$ cat src/rtl/dcache_pkg.sv
// Shared definitions for the MEM-stage data cache: access codes, FSM encoding
// and block/address geometry.
package dcache_pkg;

  localparam int BLOCK_BYTES  = 16;
  localparam int OFFSET_W     = 4;
  localparam int BLOCK_W      = BLOCK_BYTES * 8;
  localparam int BLOCK_ADDR_W = 32 - OFFSET_W;

  localparam logic [3:0] RW_NONE = 4'b0000;
  localparam logic [3:0] RW_LB   = 4'b1000;
  localparam logic [3:0] RW_LH   = 4'b1001;
  localparam logic [3:0] RW_LW   = 4'b1010;
  localparam logic [3:0] RW_LBU  = 4'b1100;
  localparam logic [3:0] RW_LHU  = 4'b1101;
  localparam logic [3:0] RW_SB   = 4'b0100;
  localparam logic [3:0] RW_SH   = 4'b0101;
  localparam logic [3:0] RW_SW   = 4'b0110;

  typedef enum logic [1:0] {
    ST_IDLE      = 2'd0,
    ST_WRITEBACK = 2'd1,
    ST_ALLOCATE  = 2'd2
  } cache_state_e;

  function automatic logic is_load(input logic [3:0] rw);
    return (rw == RW_LB) || (rw == RW_LH) || (rw == RW_LW) ||
           (rw == RW_LBU) || (rw == RW_LHU);
  endfunction

  function automatic logic is_store(input logic [3:0] rw);
    return (rw == RW_SB) || (rw == RW_SH) || (rw == RW_SW);
  endfunction

endpackage

$ cat src/rtl/dcache_load_align.sv
// Picks the addressed byte/half/word out of a cache block and applies the
// sign or zero extension required by the load code.
module dcache_load_align
  import dcache_pkg::*;
(
  input  logic [3:0]          read_write,
  input  logic [OFFSET_W-1:0] offset,
  input  logic [BLOCK_W-1:0]  block,
  output logic [31:0]         data
);

  logic [31:0] word_sel;
  logic [15:0] half_sel;
  logic [7:0]  byte_sel;

  always_comb begin
    word_sel = block[{offset[3:2], 5'd0} +: 32];
    half_sel = word_sel[{offset[1], 4'd0} +: 16];
    byte_sel = word_sel[{offset[1:0], 3'd0} +: 8];
    data     = '0;
    case (read_write)
      RW_LB:   data = {{24{byte_sel[7]}}, byte_sel};
      RW_LBU:  data = {24'd0, byte_sel};
      RW_LH:   data = {{16{half_sel[15]}}, half_sel};
      RW_LHU:  data = {16'd0, half_sel};
      RW_LW:   data = word_sel;
      default: data = '0;
    endcase
  end

endmodule

$ cat src/rtl/dcache_controller.sv
// Direct-mapped, write-back, write-allocate data cache for the MEM stage.
// Memory handshake: a request (MEM_READ or MEM_WRITE) is held until the first cycle MEM_BUSYWAIT is low.
module dcache_controller
  import dcache_pkg::*;
#(
  parameter int LINES = 8
) (
  input  logic                    CLK,
  input  logic                    RESET,
  input  logic [3:0]              READ_WRITE,
  input  logic [31:0]             ADDRESS,
  input  logic [31:0]             WRITEDATA,
  output logic [31:0]             READDATA,
  output logic                    BUSYWAIT,
  output logic                    MEM_READ,
  output logic                    MEM_WRITE,
  output logic [BLOCK_ADDR_W-1:0] MEM_ADDRESS,
  output logic [BLOCK_W-1:0]      MEM_WRITEDATA,
  input  logic [BLOCK_W-1:0]      MEM_READDATA,
  input  logic                    MEM_BUSYWAIT,
  output cache_state_e            STATE
);

  localparam int INDEX_W = $clog2(LINES);
  localparam int TAG_W   = BLOCK_ADDR_W - INDEX_W;

  logic [LINES-1:0]   valid_q, dirty_q;
  logic [TAG_W-1:0]   tag_q  [LINES];
  logic [BLOCK_W-1:0] data_q [LINES];

  cache_state_e state_q, state_d;

  logic [TAG_W-1:0]       addr_tag;
  logic [INDEX_W-1:0]     addr_index;
  logic [BLOCK_W-1:0]     line_data;
  logic                   load_acc, store_acc, access, hit;
  logic                   fill_done, write_hit;
  logic [BLOCK_BYTES-1:0] byte_en;
  logic [BLOCK_W-1:0]     store_block, merged_block;
  logic [31:0]            load_data;

  assign addr_tag   = ADDRESS[31 -: TAG_W];
  assign addr_index = ADDRESS[OFFSET_W +: INDEX_W];
  assign line_data  = data_q[addr_index];
  assign load_acc   = is_load(READ_WRITE);
  assign store_acc  = is_store(READ_WRITE);
  assign access     = load_acc || store_acc;
  assign hit        = access && valid_q[addr_index] && (tag_q[addr_index] == addr_tag);
  assign fill_done  = (state_q == ST_ALLOCATE) && !MEM_BUSYWAIT;
  assign write_hit  = (state_q == ST_IDLE) && hit && store_acc;
  assign STATE      = state_q;

  // Store data is replicated across the block; byte_en picks which lanes land.
  always_comb begin
    byte_en     = '0;
    store_block = '0;
    case (READ_WRITE)
      RW_SB: begin
        byte_en     = BLOCK_BYTES'(1) << ADDRESS[3:0];
        store_block = {16{WRITEDATA[7:0]}};
      end
      RW_SH: begin
        byte_en     = BLOCK_BYTES'(3) << {ADDRESS[3:1], 1'b0};
        store_block = {8{WRITEDATA[15:0]}};
      end
      RW_SW: begin
        byte_en     = BLOCK_BYTES'(15) << {ADDRESS[3:2], 2'b00};
        store_block = {4{WRITEDATA}};
      end
      default: ;
    endcase
    merged_block = line_data;
    for (int i = 0; i < BLOCK_BYTES; i++) begin
      if (byte_en[i]) merged_block[i*8 +: 8] = store_block[i*8 +: 8];
    end
  end

  always_comb begin
    state_d       = state_q;
    BUSYWAIT      = 1'b0;
    MEM_READ      = 1'b0;
    MEM_WRITE     = 1'b0;
    MEM_ADDRESS   = '0;
    MEM_WRITEDATA = '0;
    case (state_q)
      ST_IDLE: begin
        if (access && !hit) begin
          BUSYWAIT = 1'b1;
          state_d  = (valid_q[addr_index] && dirty_q[addr_index]) ? ST_WRITEBACK : ST_ALLOCATE;
        end
      end
      ST_WRITEBACK: begin
        BUSYWAIT      = 1'b1;
        MEM_WRITE     = 1'b1;
        MEM_ADDRESS   = {tag_q[addr_index], addr_index};
        MEM_WRITEDATA = line_data;
        if (!MEM_BUSYWAIT) state_d = ST_ALLOCATE;
      end
      ST_ALLOCATE: begin
        BUSYWAIT    = 1'b1;
        MEM_READ    = 1'b1;
        MEM_ADDRESS = ADDRESS[31:OFFSET_W];
        if (!MEM_BUSYWAIT) state_d = ST_IDLE;
      end
      default: state_d = ST_IDLE;
    endcase
    if (RESET) begin
      state_d       = ST_IDLE;
      BUSYWAIT      = 1'b0;
      MEM_READ      = 1'b0;
      MEM_WRITE     = 1'b0;
      MEM_ADDRESS   = '0;
      MEM_WRITEDATA = '0;
    end
  end

  dcache_load_align u_load_align (
    .read_write (READ_WRITE),
    .offset     (ADDRESS[OFFSET_W-1:0]),
    .block      (line_data),
    .data       (load_data)
  );

  assign READDATA = (!RESET && (state_q == ST_IDLE) && hit && load_acc) ? load_data : '0;

  always_ff @(posedge CLK) begin
    if (RESET) begin
      state_q <= ST_IDLE;
      valid_q <= '0;
      dirty_q <= '0;
    end else begin
      state_q <= state_d;
      if (fill_done) begin
        valid_q[addr_index] <= 1'b1;
        dirty_q[addr_index] <= 1'b0;
      end else if (write_hit) begin
        dirty_q[addr_index] <= 1'b1;
      end
    end
  end

  // Tag/data arrays carry no reset; a cleared valid bit makes their contents irrelevant.
  always_ff @(posedge CLK) begin
    if (!RESET) begin
      if (fill_done) begin
        data_q[addr_index] <= MEM_READDATA;
        tag_q[addr_index]  <= addr_tag;
      end else if (write_hit) begin
        data_q[addr_index] <= merged_block;
      end
    end
  end

endmodule

$ cat config.mk
export PLATFORM = sky130hd
export DESIGN_NAME = dcache_controller
export DESIGN_NICKNAME = d
export VERILOG_FILES = /design/src/rtl/dcache_pkg.sv /design/src/rtl/dcache_load_align.sv /design/src/rtl/dcache_controller.sv
export SDC_FILE = /design/constraint.sdc
export NUM_CORES = 1
export LEC_CHECK = 0
export ABC_CLOCK_PERIOD_IN_PS = 15800
export CORE_UTILIZATION = 25
export DETAILED_ROUTE_END_ITERATION = 8
export PLACE_DENSITY_LB_ADDON = 0.2
export SLEW_MARGIN = 20
export SYNTH_ARGS = -nofsm -noshare
export SYNTH_HDL_FRONTEND = slang
export SYNTH_SLANG_ARGS = --single-unit
$ cat constraint.sdc
create_clock -name CLK -period 15.8 [get_ports CLK]
set_clock_uncertainty 0.1 [all_clocks]
set_input_delay 3.16 -clock CLK [delete_from_list [all_inputs] [get_ports CLK]]
set_output_delay 3.16 -clock CLK [all_outputs]
set_load 0.03 [all_outputs]
==> results.cfg <==
[routing]
drt_first_iter_violations = 3635
drt-total-wl_um = 212900
wl_per_cell_um = 31.76
vias_per_cell = 5.108
dr.pass1.iters = 7
drc_errors = 0
vias = 34250
ant_nets = 0

[die]
die_h_um = 462.7
die_x_um = 462.7
core_um2 = 210200
fp-row-count = 168
io_pins = 392
start_util = 0.2524
fp.dieArea_um2 = 214100

[sta]
fin_crit_sh = 0.7606
tightest_slew_ns = 1.226
fmax_mhz = 83.21
hold_slack_ns = 0.3657
finalSetupViolCount = 0
relSlewSlack = 0.1826
min_period_ns = 12.02
setup-tns-final_ns = 0
drv_slew = 0
rsz0062_at_grt = no
finalHoldViolations = 0

[yosys]
yosys_register_bits = 1242
ys_async_sr_fraction = 0
ys_seq_area_frac = 0.6995
synth_nets = 3582
synth_edf_count = 1224
synth-main-ff-cell = edfxtp_1
syn_inst = 3379
syn_avg_cell_area_um2 = 15.70
synth_area_um2 = 53060
yosys_warnings = 0
yosysUniqueCellTypes = 81

[cts]
numClockSinks = 1242
clockBufferDepth = 3
cts_buffers = 139
cts-resized-gates = 0
cts_setup_buffers = 0
cts_hold_buffers = 0
cts_tree = yes
cts_root_buf = clkbuf_16
clk_latency_ns = 0.78
clkTransAtPathRegs_ns = 0.06
h-tree-depth = 4

[flow_run]
cap_violations = 0

[layout]
nNetsFinal = 3995
layout.cells.non_filler = 6704
final_common_cell = edfxtp_1
drive_gt1_frac = 0.1758
num-fill-cells = 21050
syn_to_final_growth_pct = 22.04
fin_util = 0.3081
final_cell_mix = edfxtp_1 (1224), clkdlybuf4s50_1 (385), nor2_1 (296)

[placement]
io_buffers = 391
place_hpwl_um = 135200
gp_congestion = 0.8605
placed_cells = 6455

[worst_setup_path]
setup.worst_path.start_class = primary input
required_ns = 12.54
critPathCaptureType = output pin
criticalPathCategory = primary input to output pin
arrival_ns = 8.76
cp_max_fo = 69

[grt]
antenna_found_initial = 14
grt_max_degree = 121
first_global_vias = 33510
grt_use_total = 0.1935
grt_pass1_wl_um = 289900
overflow = 0

[pwr]
power_mw = 7.398
seq_power_share = 0.493
intPower_mw = 5.581
p_sw_frac = 0.2456
switchingPower_mw = 1.817
leakagePower_nw = 20.50
vdd_drop_max_uv = 100.1
power_frac_comb = 0.087
pwr-share-clk = 0.420
powerDensity_nw_per_um2 = 114.2

[status]
outcome = complete, no violations

[min_path]
holdCritPathClass = flop to flop
cell usage after synthesis, drive strengths merged (32+ instances only):
master / instances / area [um^2]
buf: 130 / 785.7
edfxtp: 1224 / 36760
a221o: 44 / 440.4
mux2i: 142 / 1441
nand2: 141 / 529.3
and2: 32 / 200.2
mux4: 94 / 2117
a221oi: 87 / 762.0
nor3: 41 / 210.2
mux2: 237 / 2763
o21ai: 67 / 335.3
a21oi: 198 / 994.7
a22oi: 168 / 1261
nor2: 312 / 1171
clkbuf: 106 / 397.9
per-stage QoR:
stage	worst slack, ns	area, um^2
finish	3.782	64750
global placement	3.808	60420
detailed placement	3.808	60430
global route	3.750	64750
CTS	3.809	64740
floorplan	1.007	53060
state kept, by name (all words and copies together), names as in the netlist, named ones only:
name     flops
valid_q      8
data_q    1024
tag_q      200
STATE        2
per-layer routing:
metal	GRT usage	routed length [um]
met1	0.2608	91850
met2	0.3136	100600
met3	0.03003	12340
met4	0.07017	8061
met5	0	24
cells by family (layout without fill, tap and decap cells):
logic type / count (synthesis) / after routing / synth area share
compound gates: 750 / 750 / 0.1001
xor+xnor: 12 / 12 / 0.001981
fa+ha+maj: 4 / 4 / 0.0009433
buf+inv: 264 / 782 / 0.02429
flops: 1242 / 1242 / 0.6995
mux: 473 / 473 / 0.1191
other cells: 0 / 2 / 0
simple gates: 634 / 634 / 0.05402
critical path, stage by stage:
cell,delay [ns]
buf_8,0.48
buf_4,0.79
and3b_2,0.78
buf_4,0.64
a22oi_1,0.17
and4_1,0.31
mux4_2,0.68
a21oi_1,0.19
o21ai_0,0.10
a41oi_1,0.47
clkdlybuf4s50_1,0.77
cell type report:
type	instances	area [um^2]	share of cell area
flip-flops and latches	1242	37120	0.5732
multi-input cells	1873	14830	0.2291
repair buffers	508	4875	0.07528
clock buffers	171	3620	0.05590
well taps	2805	3510	0.05420
clock inverters	75	688.2	0.01063
inverters	28	108.9	0.001681
diodes	2	5.005	0.00007729
power groups by stage:
stage                     Clock (mW)  Sequential, mW  Combinational (mW)
after detailed placement           0            3.72               0.641
after global routing            3.28            3.65               0.669
final                           3.11            3.65               0.642
after global placement             0            3.72               0.639
after CTS                       3.17            3.65               0.643
after floorplan                    0            3.72               0.319
path summary, 6_finish.rpt:
kind	startpoint	to	slack [ns]	depth (start not counted)
min	flop	flop	0.37	2
max reg2reg	tag_q[2][10]	data_q[5][48]	10.74	10
min reg2reg	flop	flop	0.37	2
max	ADDRESS[6]	READDATA[5]	3.78	11
(Power assumes the default switching activity.)
